$ cat src/rtl/inst_fetch_if.sv
// Instruction-memory read port: req/gnt request phase, in-order rvalid response phase.
// The fetch stage drives the master side, the memory (or its model) drives the slave side.
interface inst_fetch_if;
    logic        imem_req;
    logic [31:0] imem_addr;
    logic        imem_gnt;
    logic        imem_rvalid;
    logic [31:0] imem_rdata;

    modport master (
        output imem_req,
        output imem_addr,
        input  imem_gnt,
        input  imem_rvalid,
        input  imem_rdata
    );

    modport slave (
        input  imem_req,
        input  imem_addr,
        output imem_gnt,
        output imem_rvalid,
        output imem_rdata
    );
endinterface

$ cat src/rtl/inst_fetch.sv
// Fetch stage: issues sequential word reads, buffers returned instructions with their PC,
// and presents the FIFO head to decode; redirect flushes and drops in-flight responses.
module inst_fetch #(
    parameter logic [31:0] RESET_PC   = 32'h0000_0000,
    parameter int unsigned FIFO_DEPTH = 2
) (
    input  logic                clk_i,
    input  logic                rst_n_i,
    inst_fetch_if.master        imem,
    input  logic                incr_pc_i,
    input  logic                redirect_i,
    input  logic [31:0]         redirect_pc_i,
    output logic [31:0]         d_inst_o,
    output logic [31:0]         d_pc_o,
    output logic                d_valid_o
);
    localparam int unsigned PTR_W = $clog2(FIFO_DEPTH);
    localparam int unsigned CNT_W = PTR_W + 1;
    localparam int unsigned OCC_W = CNT_W + 1;
    localparam logic [31:0] NOP   = 32'h0000_0013;

    typedef enum logic [1:0] {IDLE, RUN, DRAIN} state_e;

    state_e             state_q, state_d;
    logic [31:0]        fetch_pc_q, fetch_pc_d;
    logic [CNT_W-1:0]   outstanding_q, outstanding_d;
    logic [CNT_W-1:0]   discard_q, discard_d;
    logic [CNT_W-1:0]   count_q, count_d;
    logic [PTR_W-1:0]   wr_ptr_q, wr_ptr_d;
    logic [PTR_W-1:0]   rd_ptr_q, rd_ptr_d;
    logic [31:0]        last_pc_q;
    logic [31:0]        inst_mem_q [FIFO_DEPTH];
    logic [31:0]        pc_mem_q   [FIFO_DEPTH];

    logic               req;
    logic               push;
    logic               pop;
    logic               rsp_any;
    logic [CNT_W-1:0]   inflight;
    logic [OCC_W-1:0]   occupancy;
    logic [31:0]        push_pc;

    always_comb begin
        state_d       = state_q;
        fetch_pc_d    = fetch_pc_q;
        outstanding_d = outstanding_q;
        discard_d     = discard_q;
        count_d       = count_q;
        wr_ptr_d      = wr_ptr_q;
        rd_ptr_d      = rd_ptr_q;
        req           = 1'b0;
        push          = 1'b0;
        pop           = 1'b0;
        inflight      = outstanding_q + discard_q;
        rsp_any       = imem.imem_rvalid && (inflight != '0);
        occupancy     = OCC_W'(count_q) + OCC_W'(outstanding_q);
        // Responses return in order, so the oldest in-flight request sits 4*outstanding behind.
        push_pc       = fetch_pc_q - 32'({outstanding_q, 2'b00});

        unique case (state_q)
            IDLE: state_d = RUN;
            RUN: begin
                req  = (occupancy < OCC_W'(FIFO_DEPTH));
                push = imem.imem_rvalid && (outstanding_q != '0);
                if (req && imem.imem_gnt) begin
                    fetch_pc_d = fetch_pc_q + 32'd4;
                end
                outstanding_d = outstanding_q + CNT_W'(req && imem.imem_gnt) - CNT_W'(push);
            end
            DRAIN: begin
                if (rsp_any) begin
                    discard_d = discard_q - 1'b1;
                end
                if (discard_d == '0) begin
                    state_d = RUN;
                end
            end
            default: state_d = IDLE;
        endcase

        pop      = incr_pc_i && (count_q != '0);
        count_d  = count_q + CNT_W'(push) - CNT_W'(pop);
        wr_ptr_d = wr_ptr_q + PTR_W'(push);
        rd_ptr_d = rd_ptr_q + PTR_W'(pop);

        // Request is withdrawn combinationally, so no handshake can complete in a redirect cycle.
        if (redirect_i) begin
            req           = 1'b0;
            push          = 1'b0;
            pop           = 1'b0;
            fetch_pc_d    = {redirect_pc_i[31:2], 2'b00};
            discard_d     = inflight - CNT_W'(rsp_any);
            outstanding_d = '0;
            count_d       = '0;
            wr_ptr_d      = '0;
            rd_ptr_d      = '0;
            state_d       = (discard_d != '0) ? DRAIN : RUN;
        end
    end

    always_ff @(posedge clk_i or negedge rst_n_i) begin
        if (!rst_n_i) begin
            state_q       <= IDLE;
            fetch_pc_q    <= RESET_PC;
            outstanding_q <= '0;
            discard_q     <= '0;
            count_q       <= '0;
            wr_ptr_q      <= '0;
            rd_ptr_q      <= '0;
            last_pc_q     <= '0;
        end else begin
            state_q       <= state_d;
            fetch_pc_q    <= fetch_pc_d;
            outstanding_q <= outstanding_d;
            discard_q     <= discard_d;
            count_q       <= count_d;
            wr_ptr_q      <= wr_ptr_d;
            rd_ptr_q      <= rd_ptr_d;
            last_pc_q     <= d_pc_o;
        end
    end

    // Buffer storage needs no reset: an empty FIFO never exposes its contents.
    always_ff @(posedge clk_i) begin
        if (push) begin
            inst_mem_q[wr_ptr_q] <= imem.imem_rdata;
            pc_mem_q[wr_ptr_q]   <= push_pc;
        end
    end

    assign imem.imem_req  = req;
    assign imem.imem_addr = fetch_pc_q;
    assign d_valid_o      = (count_q != '0);
    assign d_inst_o       = d_valid_o ? inst_mem_q[rd_ptr_q] : NOP;
    assign d_pc_o         = d_valid_o ? pc_mem_q[rd_ptr_q] : last_pc_q;
endmodule

$ cat src/flat_wrapper.sv
// flat-port wrapper written by rule: the top's interface ports become plain ports
module inst_fetch_flat 
#(
    parameter logic [31:0] RESET_PC   = 32'h0000_0000,
    parameter int unsigned FIFO_DEPTH = 2
)
  (clk_i, rst_n_i, incr_pc_i, redirect_i, redirect_pc_i, d_inst_o, d_pc_o, d_valid_o, imem_imem_req, imem_imem_addr, imem_imem_gnt, imem_imem_rvalid, imem_imem_rdata);
  inst_fetch_if imem_i ();
  input  logic clk_i;
  input  logic rst_n_i;
  input  logic incr_pc_i;
  input  logic redirect_i;
  input  logic [31:0] redirect_pc_i;
  output logic [31:0] d_inst_o;
  output logic [31:0] d_pc_o;
  output logic d_valid_o;
  output wire logic [$bits(imem_i.imem_req)-1:0] imem_imem_req;
  output wire logic [$bits(imem_i.imem_addr)-1:0] imem_imem_addr;
  input wire logic [$bits(imem_i.imem_gnt)-1:0] imem_imem_gnt;
  input wire logic [$bits(imem_i.imem_rvalid)-1:0] imem_imem_rvalid;
  input wire logic [$bits(imem_i.imem_rdata)-1:0] imem_imem_rdata;
  assign imem_imem_req = imem_i.imem_req;
  assign imem_imem_addr = imem_i.imem_addr;
  assign imem_i.imem_gnt = imem_imem_gnt;
  assign imem_i.imem_rvalid = imem_imem_rvalid;
  assign imem_i.imem_rdata = imem_imem_rdata;
  inst_fetch #(.RESET_PC(RESET_PC), .FIFO_DEPTH(FIFO_DEPTH)) u_core (.clk_i(clk_i), .rst_n_i(rst_n_i), .imem(imem_i), .incr_pc_i(incr_pc_i), .redirect_i(redirect_i), .redirect_pc_i(redirect_pc_i), .d_inst_o(d_inst_o), .d_pc_o(d_pc_o), .d_valid_o(d_valid_o));
endmodule
$ cat config.mk
export PLATFORM = sky130hd
export DESIGN_NAME = inst_fetch_flat
export DESIGN_NICKNAME = d
export VERILOG_FILES = /design/src/rtl/inst_fetch_if.sv /design/src/rtl/inst_fetch.sv /design/src/flat_wrapper.sv
export SDC_FILE = /design/constraint.sdc
export NUM_CORES = 1
export LEC_CHECK = 0
export CAP_MARGIN = 30
export CELL_PAD_IN_SITES_DETAIL_PLACEMENT = 0
export CELL_PAD_IN_SITES_GLOBAL_PLACEMENT = 1
export CORE_MARGIN = 2
export CORE_UTILIZATION = 40
export CTS_CLUSTER_DIAMETER = 120
export DETAILED_ROUTE_END_ITERATION = 10
export PLACE_DENSITY_LB_ADDON = 0.1
export SYNTH_ARGS = -nofsm -noshare
export SYNTH_HDL_FRONTEND = slang
export SYNTH_SLANG_ARGS = --single-unit
export TNS_END_PERCENT = 100
$ cat constraint.sdc
create_clock -name clk_i -period 8.3 [get_ports clk_i]
set_clock_uncertainty 0.15 [all_clocks]
set_input_delay 1.66 -clock clk_i [delete_from_list [all_inputs] [get_ports clk_i]]
set_output_delay 1.66 -clock clk_i [all_outputs]
set_load 0.01 [all_outputs]
==> results.yml, run 1 <==
clocking:
  cts-buffers-inserted: 17
  ctsHoldBuffers: 0
  clock-sinks: 196
  cts_setup_buffers: 0
  root_buffer: "clkbuf_16"
  clock_latency_ns: 0.42
  path_clk_slew_ns: 0.08
  cts_tree: "built"
  postCtsResizedCells: 0
  clockBufferDepth: 2
  htree_levels: 4
detailed_routing:
  ant_nets: 0
  drt-pass1-iter-count: 4
  vias: 6073
  viasPerCell: 5.217
  routed_wl_um: 19840
  route.detailed.drc: 0
  wl_per_cell_um: 17.05
  drtIter0Drc: 291
synthesis:
  synth_edf_count: 124
  synth-seq-area-share_pct: 62.28
  synthArstFlopShare_pct: 36.73
  synth_seq_cells: 196
  syn_area_per_cell_sq_um: 12.04
  netlist_instances: 737
  yosys_warnings: 0
  syn_area_sq_um: 8871
  synthFlopType: "edfxtp_1"
  yosys.cell_types.count: 51
cells_and_area:
  mostFrequentLayoutCells: "161 x clkdlybuf4s50_1, 124 x edfxtp_1, 71 x dfrtp_1"
  mostFrequentLayoutCell: "clkdlybuf4s50_1"
  final_nets: 952
  drive_gt1_share_pct: 5.090
  syn_to_final_growth_pct: 27.66
  diodes: 0
  final_core_util_pct: 51.89
job:
  cap_violations: 0
grt:
  grt_busiest_layer: "met2"
  globalRouteOverflowTotal: 0
  use_met1_pct: 23.76
  antenna_found_initial: 0
  grt.met3_usage_pct: 3.686
  grt_max_degree: 93
  grt_usage_pct: 17.22
  use_met2_pct: 27.82
  grt_pass1_vias: 6152
  grt_pass1_wl_um: 32170
power:
  power.density_nw_per_um2: 298.9
  vdd_ir_drop_max_mv: 0.1830
  combPwrFrac_pct: 37.6
  p_int_mw: 2.246
  p_leak_nw: 4.034
  p_sw_share_pct: 33.65
  seq_power_share_pct: 37.9
  p_clk_share_pct: 24.5
  power_switching_mw: 1.139
setup_path:
  slowest_stage: "or4b_1"
  required_ns: 6.49
  crit_type: "flip-flop to output port"
  cpMostUsedCell: "nor2_1"
  start_kind: "flip-flop"
  cp_max_fo: 8
  cp.buffers_inverters: 2
  cpLargestDelayFamily: "simple AND/OR/NAND/NOR gates"
  slowest_delay_ns: 0.69
  arrival_ns: 2.95
  crit_chain: "inv_1 > nor2_1 > fa_1 > or4b_1 > nor2_1 > clkdlybuf4s50_1"
  cp-end-kind: "output port"
sta:
  fin_crit_sh_pct: 57.32
  fin_crit_ns: 4.757
  slew_headroom_pct: 36.09
  worst_pin_slew_ns: 0.9552
  setup-tns-final_ns: 0
  hold_viol: 0
  maxSlewViolCount: 0
  setup_violations: 0
  fmax_ghz: 0.2102
  rsz0062_at_grt: "false"
floorplanning:
  pin_count: 168
  die_h_um: 152.9
  initial_utilization_pct: 40.65
  core_sq_um: 21820
  fp.dieW_um: 152.9
  rows: 54
  die_area_sq_um: 23380
worst_hold_path:
  hold_path_class: "flip-flop to flip-flop"
place:
  dp_hpwl_um: 13310
  place.gp.congestion: 0.8204
  numPortBuffers: 163
outcome:
  status: "complete, no violations"
[state kept, by name, summed over array words and instances (netlist names)]
register / flops
u_core.count_q: 2
u_core.state_q: 2
u_core.last_pc_q: 32
u_core.rd_ptr_q: 1
u_core.pc_mem_q: 60
u_core.imem.imem_addr: 30
u_core.wr_ptr_q: 1
u_core.discard_q: 2
u_core.outstanding_q: 2
u_core.inst_mem_q: 64
[power by group through the flow]
stage	Combinational, mW	Clock [mW]	Sequential, mW
2_1_floorplan	0.692	0	1.25
3_3_place_gp	1.22	0	1.33
3_5_place_dp	1.29	0	1.30
4_1_cts	1.30	0.848	1.28
5_1_grt	1.39	0.894	1.30
6_report	1.27	0.829	1.28
[worst reg2reg max path, stage by stage, from the launching register on]
cell	delay [ns]
dfrtp_1	0.44
inv_1	0.09
nor2_1	0.12
fa_1	0.47
or4b_1	0.69
or4_1	0.87
or4_1	0.63
a31oi_1	0.19
[area by class of cell]
cell class	instances	area (sq um)
clock buffer	17	425.4
clock inverter	15	172.7
fill	1915	10500
inverter	19	71.32
multi-input combinational	468	3067
sequential	196	5529
tap	280	350.3
timing repair buffer	169	1709
[path summary, 6_finish.rpt]
path | startpoint | slack (ns) | endpoint | cells after the start
setup / recovery | u_core.outstanding_q[0]$_DFFE_PN0P_ | 3.54 | imem_imem_req | 6
hold / removal | u_core.last_pc_q[1]$_DFF_PN0_ | 0.33 | u_core.last_pc_q[1]$_DFF_PN0_ | 1
setup reg to reg | u_core.outstanding_q[0]$_DFFE_PN0P_ | 4.57 | u_core.imem.imem_addr[20]$_DFFE_PN0P_ | 7
hold reg to reg | u_core.last_pc_q[1]$_DFF_PN0_ | 0.33 | u_core.last_pc_q[1]$_DFF_PN0_ | 1
max in group asynchronous | rst_n_i | 6.44 | u_core.rd_ptr_q$_DFF_PN0_ | 2
min in group asynchronous | rst_n_i | 0.96 | u_core.discard_q[1]$_DFFE_PN0P_ | 1
[routing by layer]
layer	share of wire, %	wire length [um]
met1	47	9341
met2	47	9365
met3	4.7	925
met4	1.1	212
met5	0	0
[cells by family after synthesis]
kind of cell	after synthesis	share of synthesized area [%]
buf+inv	74	3.343
compound gates	87	6.135
simple gates	255	14.23
flops	196	62.28
other cells	1	0.04227
fa+ha+maj	11	1.721
mux	65	7.334
xor+xnor	48	4.908
[synth_stat cells, drive strengths merged (2+ instances only)]
cell / n / area, sq um
edfxtp: 124 / 3724
o21a: 3 / 22.52
nand2: 65 / 244.0
o311ai: 2 / 17.52
nor3b: 5 / 37.54
mux2i: 65 / 650.6
ha: 9 / 112.6
nand4: 15 / 93.84
nor2b: 5 / 31.28
o211ai: 2 / 15.01
a31oi: 11 / 68.82
nor2: 66 / 247.7
nand2b: 4 / 25.02
dfrtp: 72 / 1802
a21oi: 4 / 20.02
nor4: 15 / 93.84
xor2: 26 / 227.7
a22oi: 2 / 15.01
or4: 11 / 82.58
nand3: 25 / 125.1
o31ai: 10 / 75.07
nor3: 18 / 90.09
or3: 7 / 43.79
inv: 19 / 71.32
o21ai: 43 / 215.2
nand3b: 3 / 22.52
and3: 3 / 18.77
a311o: 3 / 30.03
nor4b: 3 / 26.28
fa: 2 / 40.04
and2: 3 / 18.77
buf: 9 / 52.54
xnor2: 21 / 183.9
and4: 3 / 26.28
clkbuf: 46 / 172.7
[per-stage QoR]
stage          power [mW]  cell area (sq um)  std cells  hold WS (ns)  setup WS (ns)
2_1_floorplan       1.938               8875        738        0.3515          1.260
3_3_place_gp        2.556              10670       1130        0.3163          3.628
3_5_place_dp        2.597              10700       1131        0.3189          3.586
4_1_cts             3.428              11300       1163        0.3362          3.510
5_1_grt             3.589              11320       1164        0.3795          3.342
6_report            3.385              11320       1164        0.3292          3.543
No activity file was read; power rests on OpenSTA's default activity.
==> run 2: changes to the inputs <==
CORE_UTILIZATION = 38   (was 40)
clock period = 4.1 ns   (was 8.3 ns; I/O delays follow)
==> results.yml, run 2 (synthesized netlist as in run 1, its figures left out) <==
setup_path:
  start_kind: "flip-flop"
  cp-end-kind: "output port"
  crit_type: "flip-flop to output port"
  required_ns: 3.13
  arrival_ns: 2.91
  cp_max_fo: 8
cells_and_area:
  final_core_util_pct: 49.99
  syn_to_final_growth_pct: 28.35
  regArea_sq_um: 5529
  stdcell_area_sq_um: 11390
  regMostFlops: "u_core.inst_mem_q"
  final_nets: 956
  stdcell_count: 1201
  drive_gt1_share_pct: 5.405
  fill_cells: 2003
  multiInputGateArea_sq_um: 3073
  top_regs: "u_core.inst_mem_q (64), u_core.pc_mem_q (60), u_core.last_pc_q (32)"
  mostFrequentLayoutCells: "161 x clkdlybuf4s50_1, 124 x edfxtp_1, 71 x dfrtp_1"
  diodes: 0
  largest_reg_flops: 64
  mostFrequentLayoutCell: "clkdlybuf4s50_1"
place:
  place.gp.congestion: 0.8101
  dp_cells: 1169
  dp_hpwl_um: 13590
  numPortBuffers: 163
  placed_area_sq_um: 10810
grt:
  antenna_found_initial: 0
  use_met2_pct: 26.25
  grt_usage_pct: 16.82
  globalRouteOverflowTotal: 0
  grt_pass1_vias: 5920
  grt_pass1_wl_um: 31910
  use_met1_pct: 23.88
  grt_max_degree: 93
  grt_busiest_layer: "met2"
  grt.met3_usage_pct: 3.102
sta:
  fin_crit_ns: 3.884
  hold_viol: 0
  maxSlewViolCount: 0
  worst_pin_slew_ns: 0.9230
  fin_worst_hold_slack_ns: 0.2995
  fmax_ghz: 0.2575
  rsz0062_at_grt: "false"
  fin_crit_sh_pct: 94.72
  setup-tns-final_ns: 0
  slew_headroom_pct: 38.24
  setup_violations: 0
floorplanning:
  die_h_um: 156.8
  die_area_sq_um: 24580
  core_sq_um: 22780
  fp.dieW_um: 156.8
  initial_utilization_pct: 38.95
  rows: 55
  pin_count: 168
power:
  vdd_ir_drop_max_mv: 0.4062
  power.density_nw_per_um2: 600.9
  p_leak_nw: 4.028
clocking:
  clockBufferDepth: 2
  cts-buffers-inserted: 17
  clock-sinks: 196
  postCtsResizedCells: 0
  cts_tree: "built"
  htree_levels: 4
  ctsHoldBuffers: 0
  path_clk_slew_ns: 0.08
  clock_latency_ns: 0.43
  root_buffer: "clkbuf_16"
  cts_setup_buffers: 0
worst_hold_path:
  hold_path_class: "input pin to asynchronous set/reset pin"
job:
  cap_violations: 0
detailed_routing:
  vias: 6069
  ant_nets: 0
  route.detailed.drc: 0
  wl_per_cell_um: 16.87
  drt-pass1-iter-count: 5
  routed_wl_um: 20260
  viasPerCell: 5.053
  drtIter0Drc: 263
outcome:
  status: "complete, no violations"
-- run 2: cell types whose count changed in the layout (fill, tap and decap cells not counted), sizes merged --
| cell | previous run | this run |
|---|---|---|
| buf | 8 | 12 |
| inv | 30 | 26 |
| clkinvlp | 0 | 3 |
| clkbuf | 17 | 18 |
-- run 2: layout make-up --
class	instances	share of cell area, %
Tap cell	313	3.440
Clock inverter	14	1.253
Sequential cell	196	48.56
Multi-Input combinational cell	468	26.99
Timing Repair Buffer	173	15.36
Clock buffer	18	3.769
Inverter	19	0.6264
-- run 2: final timing paths --
| check | cells after the start | to | from | slack (ns) |
|---|---|---|---|---|
| min reg2reg | 1 | u_core.last_pc_q[1]$_DFF_PN0_ | u_core.last_pc_q[1]$_DFF_PN0_ | 0.33 |
| max reg2reg | 7 | u_core.imem.imem_addr[20]$_DFFE_PN0P_ | u_core.outstanding_q[0]$_DFFE_PN0P_ | 0.48 |
| min in group clk_i | 1 | u_core.last_pc_q[1]$_DFF_PN0_ | u_core.last_pc_q[1]$_DFF_PN0_ | 0.33 |
| max | 6 | imem_imem_req | u_core.outstanding_q[0]$_DFFE_PN0P_ | 0.22 |
| min | 1 | u_core.imem.imem_addr[25]$_DFFE_PN0P_ | rst_n_i | 0.30 |
| max in group asynchronous | 2 | u_core.last_pc_q[12]$_DFF_PN0_ | rst_n_i | 2.67 |
-- run 2: critical path: stages (launching register included) --
cell             delay, ns
dfrtp_1               0.43
inv_1                 0.08
nor2_1                0.12
fa_1                  0.47
or4b_1                0.69
nor2_1                0.15
clkdlybuf4s50_1       0.55
-- run 2: power breakdown --
| part | switching [mW] | internal (mW) |
|---|---|---|
| clock | 0.761 | 0.857 |
| combinational | 1.32 | 1.31 |
| sequential | 0.218 | 2.37 |
-- run 2: per-layer routing --
metal	up-vias	wire (um)
li1	2954	-
met1	2916	9610
met2	182	9375
met3	17	1040
met4	0	235
met5	-	0
-- run 2: per-stage QoR --
step	total power, mW	worst slack [ns]
after floorplan	3.923	0.7235
after global placement	5.247	0.5454
after detailed placement	5.301	0.4957
after CTS	6.935	0.1933
after global routing	7.259	0.04818
final	6.842	0.2163
